File: src/rtl/ipa_pkg.sv
// Shared constants, processing-mode enum and pointer-width helper for the IPA slave path.
package ipa_pkg;

  localparam int MODE_W = 2;
  localparam int PROC_W = 8;

  typedef enum logic [MODE_W-1:0] {
    MODE_RAW    = 2'd0,
    MODE_SCALE  = 2'd1,
    MODE_ACCUM  = 2'd2,
    MODE_BYPASS = 2'd3
  } ipa_mode_e;

  // One extra MSB beyond the index lets equal indices mean either empty or full.
  function automatic int ipa_ptr_w(input int depth);
    return $clog2(depth) + 1;
  endfunction

endpackage

File: src/rtl/ipa_fifo_mem.sv
// 1W1R register array with synchronous write and a registered, write-first read port.
module ipa_fifo_mem #(
  parameter int WIDTH = 42,
  parameter int DEPTH = 16
) (
  input  logic                     clk,
  input  logic                     rst_n,
  input  logic                     we,
  input  logic [$clog2(DEPTH)-1:0] waddr,
  input  logic [WIDTH-1:0]         wdata,
  input  logic [$clog2(DEPTH)-1:0] raddr,
  output logic [WIDTH-1:0]         rdata
);

  logic [WIDTH-1:0] mem [DEPTH];

  always_ff @(posedge clk) begin
    if (we) mem[waddr] <= wdata;
  end

  // Write-first bypass lets a beat written into an empty queue appear as head next cycle.
  always_ff @(posedge clk or negedge rst_n) begin
    if (!rst_n) rdata <= '0;
    else        rdata <= (we && (waddr == raddr)) ? wdata : mem[raddr];
  end

endmodule

File: src/rtl/ipa_slv_fifo.sv
// Arbiter-to-master beat FIFO with FWFT registered outputs and early fifo_full warning.
// Optional IPA_FIFO_ERR_STATUS_EN adds sticky ovf_err and saturating drop_cnt outputs.
module ipa_slv_fifo
  import ipa_pkg::*;
#(
  parameter int DW        = 32,
  parameter int DEPTH     = 16,
  parameter int AF_MARGIN = 2
) (
  input  logic                   clk,
  input  logic                   rst_n,
  input  logic                   flush,
  input  logic                   wr_valid,
  input  logic [MODE_W-1:0]      wr_mode,
  input  logic [PROC_W-1:0]      wr_proc_val,
  input  logic [DW-1:0]          wr_data,
  output logic                   fifo_full,
  output logic                   rd_valid,
  input  logic                   rd_ready,
  output logic [MODE_W-1:0]      rd_mode,
  output logic [PROC_W-1:0]      rd_proc_val,
  output logic [DW-1:0]          rd_data,
  output logic [$clog2(DEPTH):0] count
`ifdef IPA_FIFO_ERR_STATUS_EN
  ,
  output logic                   ovf_err,
  output logic [7:0]             drop_cnt
`endif
);

  localparam int PW = ipa_ptr_w(DEPTH);
  localparam int AW = $clog2(DEPTH);
  localparam int EW = DW + MODE_W + PROC_W;
  localparam logic [PW-1:0] ONE     = PW'(1);
  localparam logic [PW-1:0] DEPTH_C = PW'(DEPTH);
  localparam logic [PW-1:0] AF_LVL  = PW'(DEPTH - AF_MARGIN);

  logic [PW-1:0] wr_ptr, rd_ptr, rd_ptr_nxt, count_nxt;
  logic          wr_en, rd_en;
  logic [EW-1:0] rd_entry;
  ipa_mode_e     head_mode;

  // A read never frees space for a write in the same cycle.
  assign wr_en = wr_valid && (count < DEPTH_C) && !flush;
  assign rd_en = rd_valid && rd_ready && !flush;

  always_comb begin
    rd_ptr_nxt = rd_ptr;
    count_nxt  = count;
    if (flush) begin
      rd_ptr_nxt = '0;
      count_nxt  = '0;
    end else begin
      if (rd_en) rd_ptr_nxt = rd_ptr + ONE;
      case ({wr_en, rd_en})
        2'b10:   count_nxt = count + ONE;
        2'b01:   count_nxt = count - ONE;
        default: count_nxt = count;
      endcase
    end
  end

  always_ff @(posedge clk or negedge rst_n) begin
    if (!rst_n) begin
      wr_ptr    <= '0;
      rd_ptr    <= '0;
      count     <= '0;
      rd_valid  <= 1'b0;
      fifo_full <= 1'b0;
    end else begin
      wr_ptr    <= flush ? '0 : (wr_en ? wr_ptr + ONE : wr_ptr);
      rd_ptr    <= rd_ptr_nxt;
      count     <= count_nxt;
      rd_valid  <= (count_nxt != '0);
      fifo_full <= (count_nxt >= AF_LVL);
    end
  end

  // Read address tracks the next head so the registered read port is the output stage.
  ipa_fifo_mem #(
    .WIDTH(EW),
    .DEPTH(DEPTH)
  ) u_mem (
    .clk  (clk),
    .rst_n(rst_n),
    .we   (wr_en),
    .waddr(wr_ptr[AW-1:0]),
    .wdata({wr_mode, wr_proc_val, wr_data}),
    .raddr(rd_ptr_nxt[AW-1:0]),
    .rdata(rd_entry)
  );

  assign head_mode   = ipa_mode_e'(rd_entry[EW-1 -: MODE_W]);
  assign rd_mode     = head_mode;
  assign rd_proc_val = rd_entry[DW +: PROC_W];
  assign rd_data     = rd_entry[DW-1:0];

`ifdef IPA_FIFO_ERR_STATUS_EN
  logic drop;

  assign drop = wr_valid && !flush && (count == DEPTH_C);

  always_ff @(posedge clk or negedge rst_n) begin
    if (!rst_n) begin
      ovf_err  <= 1'b0;
      drop_cnt <= '0;
    end else if (flush) begin
      ovf_err  <= 1'b0;
      drop_cnt <= '0;
    end else if (drop) begin
      ovf_err  <= 1'b1;
      drop_cnt <= (drop_cnt == 8'hFF) ? drop_cnt : drop_cnt + 8'd1;
    end
  end
`endif

endmodule

File: config.mk
export PLATFORM = sky130hd
export DESIGN_NAME = ipa_slv_fifo
export DESIGN_NICKNAME = d
export VERILOG_FILES = /design/src/rtl/ipa_pkg.sv /design/src/rtl/ipa_fifo_mem.sv /design/src/rtl/ipa_slv_fifo.sv
export SDC_FILE = /design/constraint.sdc
export NUM_CORES = 1
export LEC_CHECK = 0
export CAP_MARGIN = 5
export CORE_MARGIN = 3
export CORE_UTILIZATION = 51
export DETAILED_ROUTE_END_ITERATION = 7
export PLACE_DENSITY = 0.71
export RECOVER_POWER = 100
export SYNTH_ARGS = -nofsm -noshare
export SYNTH_HDL_FRONTEND = slang
export SYNTH_SLANG_ARGS = --single-unit
File: constraint.sdc
create_clock -name clk -period 4.5 [get_ports clk]
set_clock_uncertainty 0.15 [all_clocks]
set_input_delay 0.9 -clock clk [delete_from_list [all_inputs] [get_ports clk]]
set_output_delay 0.9 -clock clk [all_outputs]
set_load 0.05 [all_outputs]
==> impl_metrics.py <==
metrics = {
    "status": {
        "status": "finished, violations left",
        "violations": "max-capacitance violations, max-slew violations",
    },
    "power_and_ir_drop": {
        "vdd.ir_drop.worst_mv": 0.271,
        "pwr_density_cell_nw_per_um2": 467,
        "p_leak_uw": 0.0127,
    },
    "synthesis": {
        "netlist_area_um2": 28800,
        "synth_nets": 1489,
        "synth.avg_cell_area_um2": 20.1,
        "yosysSeqAreaShare_pct": 75.1,
        "postSynth.asyncResetShare_pct": 7.82,
        "synth-edff-count": 672,
        "netlist_instances": 1434,
        "synth_warnings": 0,
        "ys_ff_latch": 729,
        "synth_ff_type": "edfxtp_1",
        "ys_types": 47,
    },
    "critical_path": {
        "rrSetupSlack_ns": 0.81,
        "crit_slowest_cell": "nand2_1",
        "cp.arrival_ns": 4.37,
        "cp_max_fo": 23,
        "max_stage_delay_ns": 1.07,
        "critPathLaunchType": "primary input",
        "worstPathRequired_ns": 4.88,
        "criticalPathCategory": "in2reg",
        "crit_chain": "dlygate4sd3_1 -> buf_4 -> inv_1 -> nand2_1 -> clkbuf_2 -> mux4_2 -> a22oi_1 -> o21a_1",
        "end_kind": "flip-flop",
    },
    "timing": {
        "setup-violations-final": 0,
        "max_freq_mhz": 250,
        "worst_pin_slew_ns": 2.48,
        "finalSetupTns_ns": 0,
        "rsz0062_at_grt": "false",
        "slew_headroom_pct": -65.4,
        "period_share_pct": 88.8,
        "fin_crit_ns": 3.99,
        "slew_violations": 381,
        "finalHoldViolCount": 0,
    },
    "placed_design": {
        "place_congestion": 0.822,
        "dp_hpwl_um": 31700,
        "port_buffers": 95,
    },
    "die": {
        "initial_core_util_pct": 51.9,
        "boundaryPins": 96,
        "core-area_um2": 55400,
        "dieArea_um2": 59300,
        "fp.dieW_um": 244,
        "die_h_um": 244,
        "num_rows": 86,
    },
    "global_route": {
        "busiest_layer": "met2",
        "use_met3_pct": 4.01,
        "globalRouteOverflowTotal": 0,
        "met1_usage_pct": 30.2,
        "grt_pass1_vias": 14000,
        "antenna_found_initial": 7,
        "grt_max_degree": 61,
        "grt_use_total_pct": 20.8,
        "grt_util_met2_pct": 33.2,
        "grt_first_pass_wirelength_um": 91200,
    },
    "clocking": {
        "clock-root-buffer": "clkbuf_16",
        "ctsHoldBuffers": 0,
        "htreeDepth": 3,
        "path_clk_slew_ns": 0.06,
        "cts_setup_buffers": 0,
        "cts_resized": 0,
        "cts_buffers": 72,
        "cts_buffer_depth": 3,
        "cts_sinks": 729,
        "cts_tree": "built",
        "clk_latency_ns": 0.60,
    },
    "cells_and_area": {
        "final_util_pct": 59.7,
        "final_cell_mix": "edfxtp_1 (672), mux2i_1 (333), dlygate4sd3_1 (93), mux4_2 (85), clkbuf_16 (75)",
        "area_delta_synth_final_pct": 15.0,
        "final_common_cell": "edfxtp_1",
        "drive_gt1_share_pct": 14.8,
        "final_nets": 1641,
    },
    "drt": {
        "wl_per_cell_um": 25.7,
        "vias": 13900,
        "dr.first_iter.drc_count": 1220,
        "ant_nets": 0,
        "drc": 0,
        "firstDrtPassIters": 5,
        "avgViaCountPerCell": 5.80,
        "drt_wl_total_um": 61400,
    },
    "worst_hold_path": {
        "hp-class": "reg2reg",
    },
    "flow_run": {
        "max_cap_violations": 15,
    },
}
==> cell families after synthesis <==
kind of cell / synth area share, %
muxes: 18.2
AOI/OAI and AO/OA: 2.93
xor gates and xnor gates: 0.304
buffers and inverters: 1.90
adders and majority gates: 0.348
and+or+nand+nor: 1.21
DFF: 75.1
==> area by class of cell <==
type | count | area, µm²
fill | 3889 | 22300
sequential | 729 | 21600
multi-input combinational | 622 | 6720
clock buffer | 97 | 2010
timing repair buffer | 152 | 1440
tap | 748 | 936
clock inverter | 34 | 348
inverter | 9 | 33.8
antenna | 3 | 7.51
==> final timing paths <==
check,from,to,cells past startpoint
hold reg to reg,wr_ptr[1],wr_ptr[1],2
max in group asynchronous,rst_n,u_mem.rdata[19],1
min in group asynchronous,rst_n,u_mem.rdata[6],1
hold / removal,wr_ptr[1],wr_ptr[1],2
setup reg to reg,rd_ptr[0],u_mem.rdata[18],8
setup / recovery,flush,u_mem.rdata[6],8
==> registers in the layout, summed over array words and instances (netlist names) <==
register     cells
count            5
u_mem.rdata     42
rd_ptr           4
fifo_full        1
wr_ptr           4
u_mem.mem      672
rd_valid         1
==> worst max-delay path: cells and delay by family <==
| family | cells | cell delay [ns] |
|---|---|---|
| buf+inv | 4 | 1.63 |
| simple gates | 1 | 1.07 |
| compound gates | 2 | 0.39 |
| mux | 1 | 0.37 |
==> layer usage <==
layer | vias to the layer above | routed length (µm)
met5 | - | 28
met4 | 4 | 1080
met3 | 90 | 4060
met2 | 447 | 29600
met1 | 7237 | 26700
li1 | 6117 | -
==> cell usage after synthesis (8+ instances only) <==
cell type    n  area share (%)
edfxtp_1   672              70
mux2i_1    333              12
mux4_2      85             6.7
dfrtp_1     57             5.0
a22oi_1     42             1.1
o21a_1      42             1.1
clkbuf_1    27            0.35
buf_6       23            0.90
nor2_1      21            0.27
buf_2       13            0.23
nand2_1     12            0.16
nand3_1     11            0.19
buf_4        9            0.23
nor3_1       9            0.16
a21oi_1      8            0.14
ha_1         8            0.35
==> power by group <==
part / total, µW / switching [µW] / leakage, µW / internal [µW]
clock network: 5970 / 2430 / 0.00115 / 3540
registers: 7620 / 72.0 / 0.00674 / 7550
logic: 1860 / 1100 / 0.00479 / 762
==> metrics by stage <==
| stage | instance area [µm²] | setup slack, ns | instances | hold WS, ns | power [µW] |
|---|---|---|---|---|---|
| finish | 33100 | 0.506 | 2394 | 0.496 | 15500 |
| global route | 33100 | 0.360 | 2391 | 0.514 | 16000 |
| CTS | 33300 | 0.983 | 2391 | 0.344 | 15600 |
| detailed placement | 30900 | 0.387 | 2260 | 0.475 | 9690 |
| global placement | 30900 | 0.464 | 2260 | 0.445 | 9660 |
| floorplan | 28800 | -0.398 | 1434 | 0.406 | 9110 |
(Power assumes the default switching activity.)
